**config.mk**
```make
export PLATFORM = sky130hd
export DESIGN_NAME = hx8357_bus_arbiter_flat
export DESIGN_NICKNAME = d
export VERILOG_FILES = /design/src/rtl/hx8357_pkg.sv /design/src/rtl/hx8357_bus_arbiter_if.sv /design/src/rtl/hx8357_arb_picker.sv /design/src/rtl/hx8357_bus_arbiter.sv /design/src/flat_wrapper.sv
export SDC_FILE = /design/constraint.sdc
export NUM_CORES = 1
export LEC_CHECK = 0
export CORE_UTILIZATION = 30
export DETAILED_ROUTE_END_ITERATION = 10
export PLACE_DENSITY = 0.62
export SYNTH_ARGS = -nofsm -noshare
export SYNTH_HDL_FRONTEND = slang
export SYNTH_HIERARCHICAL = 1
export SYNTH_SLANG_ARGS = --single-unit
```
**constraint.sdc**
```tcl
create_clock -name clk -period 1.9 [get_ports clk]
set_input_delay 0.57 -clock clk [delete_from_list [all_inputs] [get_ports clk]]
set_output_delay 0.57 -clock clk [all_outputs]
set_load 0.02 [all_outputs]
```
**src/rtl/hx8357_pkg.sv**
```systemverilog
// Shared HX8357 definitions: arbiter states, bus width, DCS opcodes.
// Used by the bus arbiter and the init/config sequencer.
package hx8357_pkg;

  localparam int WORD_W = 16;

  typedef enum logic [1:0] {
    IDLE,
    ISSUE,
    WAIT_CMPL,
    HOLD
  } arb_state_e;

  localparam logic [7:0] DCS_SLPOUT = 8'h11;
  localparam logic [7:0] DCS_DISPON = 8'h29;
  localparam logic [7:0] DCS_CASET  = 8'h2A;
  localparam logic [7:0] DCS_PASET  = 8'h2B;
  localparam logic [7:0] DCS_RAMWR  = 8'h2C;

  function automatic int idx_w(input int n);
    return (n > 1) ? $clog2(n) : 1;
  endfunction

endpackage

```
**src/rtl/hx8357_bus_arbiter_if.sv**
```systemverilog
// Requester-side packet handshake plus the single HX8357 writer port.
// master: arbiter view; slave: requesters/writer view.
interface hx8357_bus_arbiter_if #(
  parameter int N_REQ  = 2,
  parameter int WORD_W = 16
);

  logic [N_REQ-1:0]        req_valid;
  logic [N_REQ-1:0]        req_is_cmd;
  logic [N_REQ-1:0]        req_last;
  logic [N_REQ*WORD_W-1:0] req_word;
  logic [N_REQ-1:0]        req_ready;
  logic [N_REQ-1:0]        grant;
  logic                    transmission_cmpl;
  logic [WORD_W-1:0]       data_lines;
  logic                    cmd;
  logic                    data;

  modport master (
    input  req_valid, req_is_cmd, req_last,
    input  req_word, transmission_cmpl,
    output req_ready, grant, data_lines,
    output cmd, data
  );

  modport slave (
    output req_valid, req_is_cmd, req_last,
    output req_word, transmission_cmpl,
    input  req_ready, grant, data_lines,
    input  cmd, data
  );

endinterface

```
**src/rtl/hx8357_arb_picker.sv**
```systemverilog
// One-hot winner search over req_valid, starting at index ptr.
// With ptr held at 0 this is plain lowest-index-wins priority.
module hx8357_arb_picker
  import hx8357_pkg::*;
#(
  parameter int N_REQ = 2
) (
  input  logic [N_REQ-1:0]        req_valid,
  input  logic [idx_w(N_REQ)-1:0] ptr,
  output logic [N_REQ-1:0]        win
);

  localparam int PW = idx_w(N_REQ);

  logic [PW-1:0] idx;
  logic          found;

  always_comb begin
    win   = '0;
    found = 1'b0;
    idx   = '0;
    for (int i = 0; i < N_REQ; i++) begin
      idx = PW'((int'(ptr) + i) % N_REQ);
      if (!found && req_valid[idx]) begin
        win[idx] = 1'b1;
        found    = 1'b1;
      end
    end
  end

endmodule

```
**src/rtl/hx8357_bus_arbiter.sv**
```systemverilog
// Packet-locked arbiter sharing the HX8357 writer between requesters.
// Define HX8357_ARB_RR_EN for round-robin instead of fixed priority.
module hx8357_bus_arbiter #(
  parameter int N_REQ        = 2,
  parameter int HOLD_TIMEOUT = 255,
  parameter int WORD_W       = 16
) (
  input  logic                 clk,
  input  logic                 nres,
  hx8357_bus_arbiter_if.master bus,
  input  logic                 err_clr,
  output logic                 busy,
  output logic                 hold_to_err
);

  import hx8357_pkg::*;

  localparam int PW = idx_w(N_REQ);
  localparam int CW =
    (HOLD_TIMEOUT > 1) ? $clog2(HOLD_TIMEOUT + 1) : 1;

  arb_state_e        state_q, state_d;
  logic [N_REQ-1:0]  grant_d, win;
  logic [WORD_W-1:0] dl_d;
  logic              cmd_d, data_d;
  logic              last_q, last_d;
  logic [CW-1:0]     cnt_q, cnt_d;
  logic              err_d, fire;
  logic [PW-1:0]     g_idx, ptr;

  always_comb begin
    g_idx = '0;
    for (int i = 0; i < N_REQ; i++)
      if (bus.grant[i]) g_idx = PW'(i);
  end

  hx8357_arb_picker #(.N_REQ(N_REQ)) u_pick (
    .req_valid (bus.req_valid),
    .ptr       (ptr),
    .win       (win)
  );

`ifdef HX8357_ARB_RR_EN
  logic [PW-1:0] ptr_q;
  logic          done;

  assign done = fire ||
    (state_q == WAIT_CMPL && bus.transmission_cmpl && last_q);

  always_ff @(posedge clk or negedge nres) begin
    if (!nres)
      ptr_q <= '0;
    else if (done)
      ptr_q <= PW'((int'(g_idx) + 1) % N_REQ);
  end

  assign ptr = ptr_q;
`else
  assign ptr = '0;
`endif

  always_comb begin
    state_d       = state_q;
    grant_d       = bus.grant;
    dl_d          = bus.data_lines;
    cmd_d         = 1'b0;
    data_d        = 1'b0;
    last_d        = last_q;
    cnt_d         = cnt_q;
    fire          = 1'b0;
    bus.req_ready = '0;
    unique case (state_q)
      IDLE: begin
        if (|bus.req_valid) begin
          grant_d = win;
          state_d = ISSUE;
        end
      end
      ISSUE: begin
        bus.req_ready = bus.grant;
        dl_d    = bus.req_word[g_idx*WORD_W +: WORD_W];
        cmd_d   = bus.req_is_cmd[g_idx];
        data_d  = ~bus.req_is_cmd[g_idx];
        last_d  = bus.req_last[g_idx];
        state_d = WAIT_CMPL;
      end
      WAIT_CMPL: begin
        if (bus.transmission_cmpl) begin
          if (last_q) begin
            grant_d = '0;
            state_d = IDLE;
          end else begin
            cnt_d   = '0;
            state_d = HOLD;
          end
        end
      end
      HOLD: begin
        if (bus.req_valid[g_idx]) begin
          state_d = ISSUE;
        end else begin
          cnt_d = cnt_q + 1'b1;
          if (HOLD_TIMEOUT != 0 &&
              cnt_d == CW'(HOLD_TIMEOUT)) begin
            fire    = 1'b1;
            grant_d = '0;
            state_d = IDLE;
          end
        end
      end
      default: state_d = IDLE;
    endcase
  end

  // a watchdog firing outranks a same-cycle clear
  assign err_d = fire | (hold_to_err & ~err_clr);

  always_ff @(posedge clk or negedge nres) begin
    if (!nres) begin
      state_q        <= IDLE;
      bus.grant      <= '0;
      bus.data_lines <= '0;
      bus.cmd        <= 1'b0;
      bus.data       <= 1'b0;
      last_q         <= 1'b0;
      cnt_q          <= '0;
      hold_to_err    <= 1'b0;
    end else begin
      state_q        <= state_d;
      bus.grant      <= grant_d;
      bus.data_lines <= dl_d;
      bus.cmd        <= cmd_d;
      bus.data       <= data_d;
      last_q         <= last_d;
      cnt_q          <= cnt_d;
      hold_to_err    <= err_d;
    end
  end

  assign busy = (state_q != IDLE);

endmodule

```
**src/flat_wrapper.sv**
```systemverilog
// flat-port wrapper written by rule: the top's interface ports become plain ports
module hx8357_bus_arbiter_flat import hx8357_pkg::*;
#(
  parameter int N_REQ        = 2,
  parameter int HOLD_TIMEOUT = 255,
  parameter int WORD_W       = 16
)
  (clk, nres, err_clr, busy, hold_to_err, bus_req_valid, bus_req_is_cmd, bus_req_last, bus_req_word, bus_transmission_cmpl, bus_req_ready, bus_grant, bus_data_lines, bus_cmd, bus_data);
  hx8357_bus_arbiter_if #(.N_REQ(N_REQ), .WORD_W(WORD_W)) bus_i ();
  input  logic clk;
  input  logic nres;
  input  logic err_clr;
  output logic busy;
  output logic hold_to_err;
  input wire logic [$bits(bus_i.req_valid)-1:0] bus_req_valid;
  input wire logic [$bits(bus_i.req_is_cmd)-1:0] bus_req_is_cmd;
  input wire logic [$bits(bus_i.req_last)-1:0] bus_req_last;
  input wire logic [$bits(bus_i.req_word)-1:0] bus_req_word;
  input wire logic [$bits(bus_i.transmission_cmpl)-1:0] bus_transmission_cmpl;
  output wire logic [$bits(bus_i.req_ready)-1:0] bus_req_ready;
  output wire logic [$bits(bus_i.grant)-1:0] bus_grant;
  output wire logic [$bits(bus_i.data_lines)-1:0] bus_data_lines;
  output wire logic [$bits(bus_i.cmd)-1:0] bus_cmd;
  output wire logic [$bits(bus_i.data)-1:0] bus_data;
  assign bus_i.req_valid = bus_req_valid;
  assign bus_i.req_is_cmd = bus_req_is_cmd;
  assign bus_i.req_last = bus_req_last;
  assign bus_i.req_word = bus_req_word;
  assign bus_i.transmission_cmpl = bus_transmission_cmpl;
  assign bus_req_ready = bus_i.req_ready;
  assign bus_grant = bus_i.grant;
  assign bus_data_lines = bus_i.data_lines;
  assign bus_cmd = bus_i.cmd;
  assign bus_data = bus_i.data;
  hx8357_bus_arbiter #(.N_REQ(N_REQ), .HOLD_TIMEOUT(HOLD_TIMEOUT), .WORD_W(WORD_W)) u_core (.clk(clk), .nres(nres), .bus(bus_i), .err_clr(err_clr), .busy(busy), .hold_to_err(hold_to_err));
endmodule
```
# --- Yosys cells after proc, flatten, opt, wreduce, memory -nomap -nowiden ---
# Index checks and enable logic that the tools add are counted.
totals:
  reg_bits: 32
  in_bits: 42
classes:
  addsub: 1
  order_cmp: 1
  n_eq_ne: 11
  shift: 1
  mux: 31
  bitwise: 4
  reduce_logical: 10
ops:
  columns: ["op", "n"]
  rows:
  - ["variable part select 32 x 6 -> 16 bit", 1]
  - ["two-way mux 8 bit", 3]
  - ["two-way mux 2 bit", 11]
  - ["one-hot mux 8 bit (2 select lines)", 1]
  - ["two-way mux 1 bit", 14]
  - ["adder 8 x 1 -> 8 bit, second input constant", 1]
  - ["equality test 8 bit, second input constant", 1]
  - ["one-hot mux 2 bit (4 select lines)", 1]
  - ["inequality test 2 x 1 -> 1 bit, second input constant", 3]
  - ["inequality test 2 bit, second input constant", 3]
  - ["one-hot mux 2 bit (3 select lines)", 1]
  - ["AND reduction 6 bit", 1]
  - ["equality test 2 bit, second input constant", 2]
  - ["AND reduction 4 bit", 1]
  - ["nonzero test 2 bit", 2]
  - ["inequality test 3 x 1 -> 1 bit, second input constant", 1]
  - ["AND reduction 3 bit", 1]
  - ["nonzero test 3 bit", 1]
  - ["equality test 2 x 1 -> 1 bit, second input constant", 1]
  - ["zero test 2 bit", 1]
  - ["< comparator 1 x 2 -> 1 bit, second input constant", 1]
  - ["NOT 1 bit", 2]
  - ["OR reduction 2 bit", 1]
  - ["bitwise AND 1 bit", 1]
  - ["3 further kinds", 3]

# --- Depth between registers and ports, before layout ---
# Gate-level depths: netlist of run 1.
depth:
  ltp_word: 6
  depth_mapped: 7
  mapped_depth_nobuf: 6

# --- Modules after synthesis ---
# Netlist of run 1, hierarchy kept.
by_module_without_submodules:
  columns: ["module", "n_inst", "cells_per_inst", "area_each_um2"]
  rows:
  - ["hx8357_bus_arbiter", 1, 174, 1650.3]
  - ["hx8357_arb_picker", 1, 3, 18.8]

# --- Worst setup path before layout of run 1 ---
# OpenSTA, ideal clock, no wires.
synth_timing:
  path_kind: "flip-flop to output port"
  startpoint: "register u_core.bus.grant[1]"
  endpoint: "output bus_req_ready[1]"
  arrival_ns: 1.096
  required_ns: 1.330
  slack_ns: 0.234
  stages_incl_launch_ff: 5
  path_buffers: 2
  cell_sequence: "dfrtp_1 > clkbuf_1 > buf_2 > inv_1 > nor2_1"
synth_between:
  elab_chain_len: 1
synth_rtl:
  columns: ["item", "line", "text"]
  rows:
  - ["from (decl)", "hx8357_bus_arbiter_if.sv:22", "output req_ready, grant, data_lines,"]
  - ["from (signal assigned)", "hx8357_bus_arbiter.sv:130", "bus.grant <= grant_d;"]
  - ["two-way mux 2 bit", "hx8357_bus_arbiter.sv:72", "unique case (state_q)"]
  - ["to (decl)", "flat_wrapper.sv:20", "output wire logic [$bits(bus_i.req_ready)-1:0] bus_req_ready;"]
# Every way passes these cells.

# --- Worst setup path in the final report of run 1 ---
layout_timing:
  startpoint: "register u_core.state_q[0]"
  endpoint: "output busy"
layout_between:
  elab_chain_len: 1
layout_rtl:
  columns: ["item", "line", "text"]
  rows:
  - ["from (decl)", "hx8357_bus_arbiter.sv:22", "arb_state_e state_q, state_d;"]
  - ["from (signal assigned)", "hx8357_bus_arbiter.sv:129", "state_q <= state_d;"]
  - ["nonzero test 2 bit", "hx8357_bus_arbiter.sv:140", "assign busy = (state_q != IDLE);"]
  - ["to (decl)", "flat_wrapper.sv:13", "output logic busy;"]
# Every way passes these cells.

==> summary.txt, run 1 <==
Critical Path Fanout Max: 3
synth warn: 6
Clock Latency Late Sink: 0.28 ns
Tot Pwr: 3.63 mW
total core area: 5240 um^2
vias in the first global route: 1,543
initial drt markers: 99
CP required: 1.33 ns
clock-pin slew on the worst setup and hold paths: 0.07 ns
cts hold-fix bufs: 0
DP Area: 2500 um^2
DIE AREA: 5870 um^2
sw power: 1.39 mW
fin cells: 328
average cell area after synthesis: 9.43 um^2
Max Cap Viol: 0
H-tree depth: 2
post-DP HPWL: 2900 um
Gate Count Post-Synth: 177
PnR worst setup slack: 0.0634 ns
number of remaining DRC errors: 0
CTS Buffer Depth: 2
VDD IR-drop max: 0.818 mV
TritonCTS clock tree: built
post-synthesis compound-gate area fraction: 17.1%
PD cells: 1380 nW/um^2
XOR/XNOR share of the synthesized area: 1.05%
Crit. End Element: output port
die width: 76.6 um
Post-Place Cells: 320
Antenna diodes: 0
Tot GR Track Use: 14.7%
Max Fclk: 544 MHz
die height: 76.6 um
largest net degree at the start of global routing: 33
initial antenna violation count: 0
Clock Skew: 0.00630 ns
Setup crit start kind: flop
Yosys cell types: 37
switching share of power: 38.2%
first-pass GRT wire length: 6910 um
layout cells sized above 1: 14.3%
clock root buffer: clkbuf_8
Synth Area in Simple Gates: 16.2%
via count: 1,507
post-place setup slack: -0.296 ns
status: finished, final reports clean
TritonRoute pass-1 iters: 4
CTS sink count: 32
Logic pwr share: 51.1%
P&R area growth vs syn: 57.3%
Final period util: 96.7%
CP Class: flop to output port
RSZ-0062 raised after global routing: yes
min Tclk post-route: 1.84 ns
clock network fraction of total power: 17.7%
CTS Buf Count: 5
multi-input logic area: 806 um^2
Nets: 301
Lkg Pwr: 1.14 nW
Total Neg Setup Slack: 0 ns
most frequent cells in the layout: clkdlybuf4s50_1, dfrtp_1, o21ai_0, nand2_1
total setup buffers inserted after CTS: 0
final core occ: 50.1%
# setup viols final: 0
Final Hold Fails: 0
area leader, netlist: dfrtp_1
sequential power share: 31.2%
Port Buf Inserts: 65
final hold slack: 0.476 ns
drt wl/cell: 11.8 um
Final ANT Viol Nets: 0
final WL: 3860 um
Hold Crit Class: flop to flop
Post-Synth Adder-Cell Area: 1.50%
main combinational cell family by area after synthesis: compound AO/OA/AOI/OAI gates
post-route cell area: 2630 um^2
Initial Util: 31.9%
synth top area cells: dfrtp_1, mux2i_1, o21ai_0, nand2_1, nor2_1
Synth top area share: 48.0%
arrival time worst endpoint: 1.27 ns
Seq/Total Area, Yosys: 48.0%
most common cell after layout, fill and taps aside: clkdlybuf4s50_1
Internal Power: 2.24 mW
Seq. cell area: 801 um^2
mux cell area share after synthesis: 11.4%
Yosys reg bits: 32
Final Max Tran Viols: 0
Layout fillers: 514
IO Count: 66
Via density: 4.59
RePlAce Congestion: 0.738
Cell Area, Synth: 1670 um^2
# rows: 26
grt total ovfl: 0
## logic make-up after synthesis
| kind of cell | count (synthesis) |
|---|---|
| AOI/OAI and AO/OA | 47 |
| xor gates and xnor gates | 2 |
| adders and majority gates | 2 |
| buffers and inverters | 18 |
| DFF | 32 |
| muxes | 19 |
| other | 1 |
| and+or+nand+nor | 56 |
## critical path, cell delays in order (launching register included)
cell	delay [ns]
dfrtp_1	0.40
or2_2	0.30
clkdlybuf4s15_1	0.29
## synth_stat cells
cell type  instances
inv_1              7
and4_1             2
conb_1             1
nand3_2            1
o41ai_1            3
and3_2             1
o31ai_1            5
nand4_1            1
buf_4              1
o21ai_1            2
xnor2_1            1
or3_1              1
ha_1               2
nand4b_1           1
a22oi_1            1
and2_1             1
a21oi_1            2
nor2_2             1
nand3b_1           1
or2_2              2
nor2_1            11
a31oi_1            3
a21boi_0           1
xor2_1             1
a211o_1            1
nand2b_1           1
nand3_1            4
o32ai_2            1
clkbuf_1           6
buf_2              4
o21ai_0           27
nand2_1           25
nor3b_1            1
nor2b_1            2
mux2i_1           19
a21boi_1           1
dfrtp_1           32
## repair_timing
item,in CTS,in global routing
resized for setup,8,5
endpoints found under the setup margin,7,9
hold endpoints to repair,0,0
## layer usage
metal / routed length (um) / global-route usage, % / up-vias / share of wire [%]
met5: 0 / 0 / - / 0
met4: 85 / 6.73 / 0 / 2.2
met3: 205 / 4.07 / 8 / 5.3
met2: 1820 / 23.7 / 43 / 47
met1: 1750 / 18.1 / 680 / 45
li1: - / - / 776 / -
## flip-flops by register name (all words and copies together) (netlist names)
register	cells
u_core/bus.cmd	1
u_core/state_q	2
u_core/last_q	1
u_core/bus.data_lines	16
u_core/bus.data	1
u_core/cnt_q	8
u_core/bus.grant	2
u_core/hold_to_err	1
## final timing paths
path / depth (start not counted) / slack, ns / end / startpoint
max: 2 / 0.06 / busy / u_core/state_q[0]
min reg2reg: 2 / 0.48 / u_core/bus.data_lines[3] / u_core/bus.data_lines[3]
min: 2 / 0.48 / u_core/bus.data_lines[3] / u_core/bus.data_lines[3]
min in group asynchronous: 2 / 0.68 / u_core/cnt_q[2] / nres
max reg2reg: 6 / 0.10 / u_core/state_q[0] / u_core/cnt_q[0]
max in group asynchronous: 2 / 0.92 / u_core/bus.grant[1] / nres
## area by class of cell
type,count,area share [%]
Clock inverter,3,1.62
Multi-Input combinational cell,128,30.7
Timing Repair Buffer,83,30.2
Tap cell,70,3.34
Clock buffer,5,2.62
Sequential cell,32,30.5
Inverter,7,1.00
## power by group through the flow
stage	combinational [mW]	clock [mW]	sequential, mW
global placement	1.85	0	1.14
CTS	1.87	0.663	1.13
floorplan	0.801	0	1.36
finish	1.85	0.643	1.13
global route	2.03	0.685	1.18
detailed placement	1.87	0	1.14
No activity file was read; power rests on OpenSTA's default activity.
==> run 2, diff against run 1 <==
--- a/config.mk
+++ b/config.mk
@@ -10,5 +10,4 @@
 export PLACE_DENSITY = 0.62
 export SYNTH_ARGS = -nofsm -noshare
 export SYNTH_HDL_FRONTEND = slang
-export SYNTH_HIERARCHICAL = 1
 export SYNTH_SLANG_ARGS = --single-unit
==> run 2 against run 1 <==
Against the previous run: core utilization is 1.6 points lower; wire length is 3.2% higher; synthesized cell count is 3.4% lower; sequential power is 6% higher; largest cell class is now sequential cells; sequential cell count stayed put; non-clock buffer count is 3 lower; critical path type unchanged; cell area is 3.2% lower; synthesized area is 0.22% lower; power is 6.6% higher.
==> summary.txt, run 2 <==
syn_nets: 215
vias in the first global route: 1,412
Largest regs: u_core.bus.data_lines: 16 flops, u_core.cnt_q: 8 flops
H-tree depth: 2
average cell area after synthesis: 9.74 um^2
CP required: 1.33 ns
CTS sink count: 32
Tot Pwr: 3.86 mW
Tot GR Track Use: 14.7%
most frequent cells in the layout: clkdlybuf4s50_1, dfrtp_1, nand2_1, o21ai_0, mux2i_1
delay-heaviest family, CP: buffers and inverters
grt total ovfl: 0
DIE AREA: 5850 um^2
via count: 1,462
synth warn: 0
largest net degree at the start of global routing: 33
VDD IR-drop max: 0.816 mV
Crit. End Element: output port
P&R area growth vs syn: 52.6%
arrival time worst endpoint: 1.26 ns
Worst slew margin: 72.0%
Max Fclk: 545 MHz
TritonRoute pass-1 iters: 4
most common cell after layout, fill and taps aside: clkdlybuf4s50_1
Final Hold Fails: 0
number of remaining DRC errors: 0
Met3 Routed Length: 151 um
Critical Path, Cell by Cell: clkdlybuf4s50_1
# setup viols final: 0
die height: 76.5 um
total core area: 5240 um^2
Worst Max-Slew Pin Slew: 0.420 ns
Setup crit start kind: flop
Hold Crit Class: flop to flop
clock-pin slew on the worst setup and hold paths: 0.07 ns
min Tclk post-route: 1.83 ns
clock root buffer: clkbuf_8
prevailing post-synth register cell: dfrtp_1
Final period util: 96.5%
area leader, netlist: dfrtp_1
Initial Util: 31.8%
Max Cap Viol: 0
most common cell in the synthesized netlist: dfrtp_1
top sig layer: met4
# rows: 26
Yosys reg bits: 32
Crit path largest cell delay: 0.63 ns
Gate Count Post-Synth: 171
initial antenna violation count: 0
final hold slack: 0.478 ns
post-DP HPWL: 2970 um
RePlAce Congestion: 0.820
fin cells: 317
IO Count: 66
die width: 76.5 um
RSZ-0062 raised after global routing: no
Layout fillers: 500
synth top area cells: dfrtp_1, mux2i_1, o21ai_0, nand2_1, nor2_1
Port Buf Inserts: 65
post-route cell area: 2540 um^2
critical path's slowest cell: clkdlybuf4s50_1
drt wl/cell: 12.6 um
Clock Skew: 0.00482 ns
max FFs per register: 16
Final ANT Viol Nets: 0
initial drt markers: 40
Post-Place Cells: 309
CTS Buf Count: 5
PD cells: 1520 nW/um^2
Seq/Total Area, Yosys: 48.1%
most frequent cells after synthesis: dfrtp_1, nand2_1, o21ai_0, mux2i_1, nor2_1
Final Max Tran Viols: 0
final WL: 3990 um
Top reg by flops: u_core.bus.data_lines
status: finished, final reports clean
Nets: 290
Via density: 4.61
CP Class: flop to output port
Post-synth EDFFs: 0
first-pass GRT wire length: 6720 um
Yosys cell types: 38
met1 wire length: 1920 um
layout cells sized above 1: 12.1%
Critical Path Fanout Max: 2
crit path buf inv count: 1
total setup buffers inserted after CTS: 0
DP Area: 2450 um^2
CTS Buffer Depth: 2
Synth top area share: 48.1%
Clock Latency Late Sink: 0.28 ns
multi-input logic area: 773 um^2
Cell Area, Synth: 1670 um^2
async set-or-reset flop fraction in the synthesized netlist: 100%
met2 WL: 1860 um
Lkg Pwr: 1.13 nW
TritonCTS clock tree: built
Antenna diodes: 0
Seq. cell area: 801 um^2
-- run 2: changes by cell type after synthesis, sizes merged, moves of 3 or more --
| cell | previous run | this run |
|---|---|---|
| o41ai | 3 | 0 |
| buf | 5 | 11 |
| o21ai | 29 | 23 |
| clkbuf | 6 | 1 |
| a21o | 0 | 4 |
| o31ai | 5 | 1 |
-- run 2: where the power goes --
group          internal, mW  switching [mW]  total, mW
sequential            0.975           0.224       1.20
combinational         0.969            1.06       2.03
clock                 0.389           0.248      0.637
total                  2.33            1.53       3.86
-- run 2: layer usage --
metal | global-route usage, % | vias to the layer above
met2 | 23.2 | 42
met3 | 4.67 | 6
met4 | 4.04 | 0
li1 | - | 749
met5 | 0 | -
met1 | 19.2 | 665
-- run 2: kinds of logic after synthesis --
group / Yosys count / share of synthesized area, %
buffers and inverters: 18 / 5.48
AO/OA/AOI/OAI: 44 / 16.8
XOR/XNOR: 2 / 1.05
adder cells (fa/ha/maj): 2 / 1.50
AND/OR/NAND/NOR: 53 / 15.0
multiplexers: 20 / 12.1
flip-flops: 32 / 48.1
-- run 2: area by class of cell --
type / instances / area share, %
clock inverter: 2 / 1.38
clock buffer: 6 / 2.86
timing repair buffer: 80 / 29.5
sequential: 32 / 31.5
inverter: 6 / 0.886
multi-input combinational: 121 / 30.4
tap: 70 / 3.45
-- run 2: final timing paths --
| kind | slack (ns) | cells after the start | start | end |
|---|---|---|---|---|
| min | 0.48 | 2 | u_core.bus.data_lines[9] | u_core.bus.data_lines[9] |
| max in group asynchronous | 0.91 | 2 | nres | u_core.bus.data_lines[0] |
| min in group asynchronous | 0.68 | 2 | nres | u_core.cnt_q[1] |
| max reg2reg | 0.18 | 5 | u_core.cnt_q[0] | u_core.state_q[0] |
| max | 0.07 | 1 | u_core.bus.data_lines[15] | bus_data_lines[15] |
| min reg2reg | 0.48 | 2 | u_core.bus.data_lines[9] | u_core.bus.data_lines[9] |
-- run 2: what timing repair did --
action | CTS | global route
endpoints found under the setup margin | 4 | 4
hold buffers | 0 | 0
gates resized for setup | 7 | 4
pin swaps | 0 | 0
-- run 2: metrics by stage --
stage                     utilization (%)  setup TNS [ns]  worst slack, ns
after CTS                            48.8               0          0.00652
final                                48.5               0           0.0667
after global routing                 48.5               0           0.0158
after global placement               46.7         -0.0787          -0.0456
after detailed placement             46.7          -0.224          -0.0803
after floorplan                         -               0           0.0702
-- run 2: worst min-delay path, cell delays in order (launching register included) --
cell and delay [ns]:
dfrtp_1 0.34, nand2_1 0.04, o21ai_0 0.06
==> run 3, diff against run 2 <==
--- a/config.mk
+++ b/config.mk
@@ -5,9 +5,11 @@
 export SDC_FILE = /design/constraint.sdc
 export NUM_CORES = 1
 export LEC_CHECK = 0
+export CAP_MARGIN = 25
 export CORE_UTILIZATION = 30
 export DETAILED_ROUTE_END_ITERATION = 10
 export PLACE_DENSITY = 0.62
+export SLEW_MARGIN = 0
 export SYNTH_ARGS = -nofsm -noshare
 export SYNTH_HDL_FRONTEND = slang
 export SYNTH_SLANG_ARGS = --single-unit
==> results of run 3 <==
No change in the layout: final DEF, timing and power equal those of run 2.
